===== src/rtl/apb_requester_if.sv =====
`default_nettype none
// ============================================================================
// Module      : apb_requester_if
// Description : Request/response handshake plus APB3 bus bundle for the
//               apb_requester master stage.
// Revision    : 1.0 - initial release
// ============================================================================
interface apb_requester_if #(
    parameter int ADDR_WIDTH = 32,
    parameter int DATA_WIDTH = 32
);
    logic                  req_valid;
    logic                  req_ready;
    logic [ADDR_WIDTH-1:0] req_addr;
    logic                  req_write;
    logic [DATA_WIDTH-1:0] req_wdata;

    logic                  rsp_valid;
    logic [DATA_WIDTH-1:0] rsp_rdata;
    logic                  rsp_error;
    logic                  rsp_timeout;

    logic                  PSEL;
    logic                  PENABLE;
    logic [ADDR_WIDTH-1:0] PADDR;
    logic                  PWRITE;
    logic [DATA_WIDTH-1:0] PWDATA;
    logic                  PREADY;
    logic [DATA_WIDTH-1:0] PRDATA;
    logic                  PSLVERR;

    modport master (
        input  req_valid, req_addr, req_write, req_wdata,
        output req_ready,
        output rsp_valid, rsp_rdata, rsp_error, rsp_timeout,
        output PSEL, PENABLE, PADDR, PWRITE, PWDATA,
        input  PREADY, PRDATA, PSLVERR
    );

    modport slave (
        output req_valid, req_addr, req_write, req_wdata,
        input  req_ready,
        input  rsp_valid, rsp_rdata, rsp_error, rsp_timeout,
        input  PSEL, PENABLE, PADDR, PWRITE, PWDATA,
        output PREADY, PRDATA, PSLVERR
    );
endinterface
`default_nettype wire


===== src/rtl/apb_requester.sv =====
`default_nettype none
// ============================================================================
// Module      : apb_requester
// Description : Converts valid/ready requests into APB3 SETUP/ACCESS transfers
//               and returns one registered response per transfer.
// Revision    : 1.0 - initial release
// ============================================================================
module apb_requester #(
    parameter int ADDR_WIDTH = 32,
    parameter int DATA_WIDTH = 32,
    parameter int TIMEOUT    = 16
) (
    input  wire logic           PCLK,
    input  wire logic           PRESET,
    apb_requester_if.master     bus
);

    typedef enum logic [1:0] {
        S_IDLE   = 2'd0,
        S_SETUP  = 2'd1,
        S_ACCESS = 2'd2
    } state_t;

    localparam bit         c_to_en  = (TIMEOUT != 0);
    localparam logic [8:0] c_to_val = 9'(TIMEOUT);

    state_t                r_state;
    state_t                w_state_nxt;
    logic                  w_req_ready;
    logic                  w_accept;
    logic                  w_done;
    logic                  w_abort;

    logic [7:0]            r_cnt;
    logic                  r_psel;
    logic                  r_penable;
    logic [ADDR_WIDTH-1:0] r_paddr;
    logic                  r_pwrite;
    logic [DATA_WIDTH-1:0] r_pwdata;
    logic                  r_rsp_valid;
    logic [DATA_WIDTH-1:0] r_rsp_rdata;
    logic                  r_rsp_error;
    logic                  r_rsp_timeout;

    always_comb begin
        w_state_nxt = r_state;
        w_req_ready = 1'b0;
        w_done      = 1'b0;
        w_abort     = 1'b0;
        case (r_state)
            S_IDLE: begin
                w_req_ready = 1'b1;
                if (bus.req_valid) w_state_nxt = S_SETUP;
            end
            S_SETUP: begin
                w_state_nxt = S_ACCESS;
            end
            S_ACCESS: begin
                if (bus.PREADY) begin
                    // Completion cycle can accept the next request to chain transfers
                    w_done      = 1'b1;
                    w_req_ready = 1'b1;
                    w_state_nxt = bus.req_valid ? S_SETUP : S_IDLE;
                end else if (c_to_en && (({1'b0, r_cnt} + 9'd1) == c_to_val)) begin
                    w_abort     = 1'b1;
                    w_state_nxt = S_IDLE;
                end
            end
            default: begin
                w_state_nxt = S_IDLE;
            end
        endcase
    end

    assign w_accept = bus.req_valid & w_req_ready;

    always_ff @(posedge PCLK) begin
        if (PRESET) begin
            r_state       <= S_IDLE;
            r_cnt         <= 8'd0;
            r_psel        <= 1'b0;
            r_penable     <= 1'b0;
            r_paddr       <= '0;
            r_pwrite      <= 1'b0;
            r_pwdata      <= '0;
            r_rsp_valid   <= 1'b0;
            r_rsp_rdata   <= '0;
            r_rsp_error   <= 1'b0;
            r_rsp_timeout <= 1'b0;
        end else begin
            r_state   <= w_state_nxt;
            r_psel    <= (w_state_nxt != S_IDLE);
            r_penable <= (w_state_nxt == S_ACCESS);
            if (w_accept) begin
                r_paddr  <= bus.req_addr;
                r_pwrite <= bus.req_write;
                r_pwdata <= bus.req_wdata;
            end
            if (w_state_nxt == S_SETUP) begin
                r_cnt <= 8'd0;
            end else if ((r_state == S_ACCESS) && !bus.PREADY) begin
                r_cnt <= r_cnt + 8'd1;
            end
            r_rsp_valid <= w_done | w_abort;
            if (w_done) begin
                r_rsp_rdata   <= r_pwrite ? '0 : bus.PRDATA;
                r_rsp_error   <= bus.PSLVERR;
                r_rsp_timeout <= 1'b0;
            end else if (w_abort) begin
                r_rsp_rdata   <= '0;
                r_rsp_error   <= 1'b1;
                r_rsp_timeout <= 1'b1;
            end
        end
    end

    assign bus.req_ready   = w_req_ready;
    assign bus.PSEL        = r_psel;
    assign bus.PENABLE     = r_penable;
    assign bus.PADDR       = r_paddr;
    assign bus.PWRITE      = r_pwrite;
    assign bus.PWDATA      = r_pwdata;
    assign bus.rsp_valid   = r_rsp_valid;
    assign bus.rsp_rdata   = r_rsp_rdata;
    assign bus.rsp_error   = r_rsp_error;
    assign bus.rsp_timeout = r_rsp_timeout;

endmodule
`default_nettype wire


===== src/flat_wrapper.sv =====
// flat-port wrapper written by rule: the top's interface ports become plain ports
module apb_requester_flat 
#(
    parameter int ADDR_WIDTH = 32,
    parameter int DATA_WIDTH = 32,
    parameter int TIMEOUT    = 16
)
  (PCLK, PRESET, bus_req_valid, bus_req_addr, bus_req_write, bus_req_wdata, bus_req_ready, bus_rsp_valid, bus_rsp_rdata, bus_rsp_error, bus_rsp_timeout, bus_PSEL, bus_PENABLE, bus_PADDR, bus_PWRITE, bus_PWDATA, bus_PREADY, bus_PRDATA, bus_PSLVERR);
  apb_requester_if #(.ADDR_WIDTH(ADDR_WIDTH), .DATA_WIDTH(DATA_WIDTH)) bus_i ();
  input  wire logic PCLK;
  input  wire logic PRESET;
  input wire logic [$bits(bus_i.req_valid)-1:0] bus_req_valid;
  input wire logic [$bits(bus_i.req_addr)-1:0] bus_req_addr;
  input wire logic [$bits(bus_i.req_write)-1:0] bus_req_write;
  input wire logic [$bits(bus_i.req_wdata)-1:0] bus_req_wdata;
  output wire logic [$bits(bus_i.req_ready)-1:0] bus_req_ready;
  output wire logic [$bits(bus_i.rsp_valid)-1:0] bus_rsp_valid;
  output wire logic [$bits(bus_i.rsp_rdata)-1:0] bus_rsp_rdata;
  output wire logic [$bits(bus_i.rsp_error)-1:0] bus_rsp_error;
  output wire logic [$bits(bus_i.rsp_timeout)-1:0] bus_rsp_timeout;
  output wire logic [$bits(bus_i.PSEL)-1:0] bus_PSEL;
  output wire logic [$bits(bus_i.PENABLE)-1:0] bus_PENABLE;
  output wire logic [$bits(bus_i.PADDR)-1:0] bus_PADDR;
  output wire logic [$bits(bus_i.PWRITE)-1:0] bus_PWRITE;
  output wire logic [$bits(bus_i.PWDATA)-1:0] bus_PWDATA;
  input wire logic [$bits(bus_i.PREADY)-1:0] bus_PREADY;
  input wire logic [$bits(bus_i.PRDATA)-1:0] bus_PRDATA;
  input wire logic [$bits(bus_i.PSLVERR)-1:0] bus_PSLVERR;
  assign bus_i.req_valid = bus_req_valid;
  assign bus_i.req_addr = bus_req_addr;
  assign bus_i.req_write = bus_req_write;
  assign bus_i.req_wdata = bus_req_wdata;
  assign bus_req_ready = bus_i.req_ready;
  assign bus_rsp_valid = bus_i.rsp_valid;
  assign bus_rsp_rdata = bus_i.rsp_rdata;
  assign bus_rsp_error = bus_i.rsp_error;
  assign bus_rsp_timeout = bus_i.rsp_timeout;
  assign bus_PSEL = bus_i.PSEL;
  assign bus_PENABLE = bus_i.PENABLE;
  assign bus_PADDR = bus_i.PADDR;
  assign bus_PWRITE = bus_i.PWRITE;
  assign bus_PWDATA = bus_i.PWDATA;
  assign bus_i.PREADY = bus_PREADY;
  assign bus_i.PRDATA = bus_PRDATA;
  assign bus_i.PSLVERR = bus_PSLVERR;
  apb_requester #(.ADDR_WIDTH(ADDR_WIDTH), .DATA_WIDTH(DATA_WIDTH), .TIMEOUT(TIMEOUT)) u_core (.PCLK(PCLK), .PRESET(PRESET), .bus(bus_i));
endmodule

===== config.mk =====
export PLATFORM = sky130hd
export DESIGN_NAME = apb_requester_flat
export DESIGN_NICKNAME = d
export VERILOG_FILES = /design/src/rtl/apb_requester_if.sv /design/src/rtl/apb_requester.sv /design/src/flat_wrapper.sv
export SDC_FILE = /design/constraint.sdc
export NUM_CORES = 1
export LEC_CHECK = 0
export ABC_AREA = 0
export BUFFER_PORTS_ARGS = -buffer_cell sky130_fd_sc_hd__buf_2
export CORE_MARGIN = 5
export CORE_UTILIZATION = 49
export CTS_CLUSTER_SIZE = 24
export DETAILED_ROUTE_END_ITERATION = 6
export HOLD_SLACK_MARGIN = 0.05
export PLACE_DENSITY_LB_ADDON = 0.2
export SYNTH_ARGS = -nofsm -noshare
export SYNTH_HDL_FRONTEND = slang
export SYNTH_SLANG_ARGS = --single-unit

===== constraint.sdc =====
create_clock -name PCLK -period 3.6 [get_ports PCLK]
set_input_delay 0.18 -clock PCLK [delete_from_list [all_inputs] [get_ports PCLK]]
set_output_delay 0.18 -clock PCLK [all_outputs]
set_load 0.01 [all_outputs]

After elaboration in Yosys (flattened, before gate mapping)
Index checks and enable logic that the tools add are counted.
Storage, ports and cells
  flip-flop bits (word level): 112
  input bits: 102
  word-level logic and storage cells: 43
  output and inout bits: 103
Cells by class
  multiplexer cells: 16
  equal/unequal tests: 5
  $add $sub $neg: 2
  reductions and logical operators: 7
  bitwise gates (word level): 2
Operators by type and width (number)
  $mux 32: 3
  $add 8x1->9 const B: 1
  $eq 9x5->1 const B: 1
  $add 8x1->8 const B: 1
  $mux 1: 8
  $mux 2: 3
  $pmux 2 s3: 1
  $eq 2x1->1 const B: 2
  $eq 2x2->1 const B: 2
  $reduce_bool 2->1: 2
  $reduce_or 2->1: 2
  $logic_not 2->1: 1
  $pmux 1 s2: 1
  $and 1x1->1: 1
  $logic_and 1x1->1: 1
  $logic_not 1->1: 1
  $or 1x1->1: 1

Longest topological paths before layout
  word-level depth: 7
  depth in mapped cells: 7
  depth with buffers taken out: 6

Worst setup path after synthesis
No wires, ideal clock.
  path type: register to register
  start: reg u_core.r_cnt[0]
  end: reg u_core.r_rsp_rdata[0] (netlist: u_core.bus.rsp_rdata[0])
  slack: 2001 ps
  path buffers: 1
  data required time: 3483 ps
  setup time: 117 ps
  period minus slack after synthesis: 1599 ps
  arrival: 1483 ps
  cell stages (with the launch flop): 7
  cells stage by stage: dfxtp_1 ha_1 nand3_1 o21ai_1 a31oi_4 buf_6 a22o_1
On the way
  cells in the longest elaborated chain, start to end: 6
RTL lines
  from (decl): RTL line apb_requester.sv:34  | logic [7:0] r_cnt;
  from (signal assigned): RTL line apb_requester.sv:102  | r_cnt <= r_cnt + 8'd1;
  $add 8x1->9: RTL line apb_requester.sv:64  | end else if (c_to_en && (({1'b0, r_cnt} + 9'd1) == c_to_val)) begin
  $eq 9x5->1: RTL line apb_requester.sv:64
  $mux 1: RTL line apb_requester.sv:64
  $mux 1: RTL line apb_requester.sv:59  | if (bus.PREADY) begin
  $mux 1: RTL line apb_requester.sv:50  | case (r_state)
  $reduce_bool 2->1 (no line)
  to (signal assigned): RTL line apb_requester.sv:106  | r_rsp_rdata <= r_pwrite ? '0 : bus.PRDATA;
  to (decl): RTL line apb_requester.sv:41  | logic [DATA_WIDTH-1:0] r_rsp_rdata;
Every way passes these cells.
A chain may end at the register's enable or synchronous reset.

Final worst setup path
  start: reg u_core.r_cnt[0]
  end: reg u_core.r_rsp_rdata[20] (netlist: u_core.bus.rsp_rdata[20])
Same word-level chain as after synthesis.

==> flow_summary.yaml <==
power:
  intPower_mw: 1.74
  vdd_drop_max_mv: 0.199
  powerDensity_nw_per_um2: 396
  combPwrFrac_pct: 14.6
  switching_power_mw: 0.615
  pwr-share-seq_pct: 56.2
  power.share.switching_pct: 26.2
  p_total_mw: 2.35
  leakagePower_nw: 2.83
  clkPwrFrac_pct: 29.2
placement:
  place.gp.congestion: 0.781
  place_area_um2: 5060
  portBuffers: 204
  dp_hpwl_um: 7500
setup_path:
  startpoint: "u_core.r_cnt[0]$_SDFFE_PP0P_"
  cp.arrival_ns: 2.36
  worst-path-max-fanout: 31
  cp.required_ns: 3.89
  critical_path.endpoint_type: "flip-flop"
  critPathBufInv: 0
  cpPeakStageDelay_ns: 0.72
  cp_slowest_cell: "a31oi_4"
  cp_cell_sequence: "ha_1, nor2_1, nand3_1, o21ai_1, a31oi_4, a22o_1"
  cp_top_family: "compound AO/OA/AOI/OAI gates"
  r2r-start: "u_core.r_cnt[0]$_SDFFE_PP0P_"
  start_kind: "flip-flop"
  path_class: "reg -> reg"
floorplan:
  dieWidth_um: 101
  ios: 205
  num_rows: 33
  dieArea_um2: 10200
  start_util_pct: 49.7
  die_h_um: 101
  core-area_um2: 8130
sta:
  min_period_ns: 2.08
  slew_viol_final: 0
  finalHoldViolCount: 0
  finalSetupViolations: 0
  rsz0062_at_grt: "no"
  fin_skew_ns: 0.0155
  tightest_slew_ns: 1.22
  clock.fmax_ghz: 0.482
  fin_crit_sh_pct: 57.7
  tns_ns: 0
  max-slew-margin-rel_pct: 18.4
cts:
  cts_buffers: 9
  clock_latency_ns: 0.36
  cts_root_buf: "clkbuf_8"
  clk_path_buf_depth: 2
  clkTransAtPathRegs_ns: 0.11
  htreeDepth: 3
  cts_setup_buffers: 0
  cts_hold_buf: 69
  clock_sinks: 112
  cts_resized: 0
  cts_tree: "done"
synthesis:
  ys_seq_elements: 112
  netlist.area_leader.share_pct: 55.5
  synth_warnings: 0
  ys_async_sr_fraction_pct: 0
  synth.cell_area_um2: 4040
  ys_seq_area_share_pct: 55.5
  synth_cell_type_count: 38
  synthCells: 441
  yosys.area.top_type: "dfxtp_1"
  yosys-top-cells-area: "dfxtp_1 55%, nand2_1 13%, a21oi_1 8.7%, a22o_1 6.7%, buf_4 1.5%"
  avgSynthCellArea_um2: 9.16
  mappedNetlistNets: 545
  synthFlopType: "dfxtp_1"
  synth_enable_flop_cells: 0
grt:
  grt_usage_pct: 23.2
  antenna_found_initial: 0
  gr-usage-met1_pct: 24.9
  grt_overflow: 0
  grt_busiest_layer: "met2"
  use_met3_pct: 7.61
  grt_pass1_wl_um: 19100
  grtUsageMet2_pct: 41.1
  grt_pass1_vias: 4141
  grt_max_degree: 74
routing:
  drt-initial-drc-count: 165
  drc: 0
  drt-total-wl_um: 11800
  viasPerCell: 4.97
  ant_nets: 0
  via_count: 4017
  drt-pass1-iter-count: 4
  wl_per_cell_um: 14.6
layout:
  syn_to_final_growth_pct: 46.9
  antenna-diode-count: 0
  nets: 803
  layout_commonest_cell: "buf_2"
  fin_area_um2: 5940
  layout_common_cells: "204 x buf_2, 135 x nand2_1, 112 x dfxtp_1"
  layout-drive-gt1-share_pct: 33.2
hold_path:
  min_path_type: "in -> reg"
  hp-start: "bus_req_addr[6]"
run:
  drv_cap: 0
outcome:
  status: "completed"
## tightest hold or removal path, stage by stage
cell and delay (ns):
buf_2 0.10, nand2_1 0.05, a21oi_1 0.05
## sequential cells by signal, indices dropped and copies added, names as in the netlist
name and flops:
u_core.r_cnt 8, u_core.bus.PWRITE 1, u_core.bus.rsp_rdata 32, u_core.bus.rsp_valid 1
u_core.bus.PSEL 1, u_core.bus.PENABLE 1, u_core.bus.rsp_timeout 1, u_core.bus.rsp_error 1
u_core.bus.PADDR 32, u_core.bus.PWDATA 32, u_core.r_state 2
## worst paths after layout
kind                                           end  slack (ns)  depth (start not counted)
max          u_core.bus.rsp_rdata[20]$_SDFFE_PP0P_        1.52                          6
min               u_core.bus.PADDR[6]$_SDFFE_PP0P_        0.06                          3
max reg2reg  u_core.bus.rsp_rdata[20]$_SDFFE_PP0P_        1.52                          6
min reg2reg    u_core.bus.rsp_timeout$_SDFFE_PP0P_        0.45                          2
## layout make-up
class,count,area [um2]
Clock buffer,11,141
Sequential cell,112,2240
Tap cell,105,131
Clock inverter,5,40.0
Multi-Input combinational cell,295,1620
Timing Repair Buffer,277,1740
Fill cell,598,2200
Inverter,4,15.0
## stage by stage
| stage | utilization (%) | hold slack (ns) | setup slack [ns] | instances |
|---|---|---|---|---|
| global placement | 62.2 | 0.389 | 1.57 | 723 |
| detailed placement | 62.2 | 0.393 | 1.48 | 723 |
| floorplan | - | 0.302 | 2.00 | 441 |
| global route | 73.0 | 0.0506 | 1.31 | 809 |
| finish | 73.0 | 0.0617 | 1.52 | 809 |
| CTS | 72.9 | 0.0502 | 1.53 | 808 |
## routing by layer
| layer | vias up | routed length (um) | part of all wire, % |
|---|---|---|---|
| met5 | - | 0 | 0 |
| met4 | 0 | 395 | 3.4 |
| met3 | 31 | 1050 | 8.9 |
| met2 | 152 | 5890 | 50 |
| met1 | 1835 | 4450 | 38 |
| li1 | 1999 | - | - |
## cells by family (layout without fill, tap and decap cells)
logic type | Yosys count | in the layout | share of synthesized area (%)
simple gates | 168 | 168 | 18.1
fa+ha+maj | 2 | 2 | 0.619
mux | 2 | 2 | 0.495
xor+xnor | 8 | 8 | 1.73
flops | 112 | 112 | 55.5
buf+inv | 34 | 297 | 4.64
compound gates | 115 | 115 | 18.9
## cell usage after synthesis, types with 3 or more instances
| master | count |
|---|---|
| nor3_1 | 8 |
| dfxtp_1 | 112 |
| nor2b_1 | 3 |
| a22o_1 | 31 |
| buf_6 | 3 |
| xnor2_1 | 3 |
| buf_2 | 6 |
| xor2_1 | 5 |
| and2_1 | 5 |
| nand3_1 | 5 |
| nand2_1 | 136 |
| a21oi_1 | 70 |
| inv_1 | 3 |
| buf_4 | 8 |
| clkbuf_1 | 13 |
## power groups by stage
stage / Sequential (mW) / Clock, mW / Combinational (mW)
final: 1.32 / 0.686 / 0.343
after global routing: 1.33 / 0.758 / 0.379
after CTS: 1.32 / 0.708 / 0.340
after detailed placement: 1.35 / 0 / 0.282
after global placement: 1.35 / 0 / 0.275
after floorplan: 1.38 / 0 / 0.129
No activity file was read; power rests on OpenSTA's default activity.
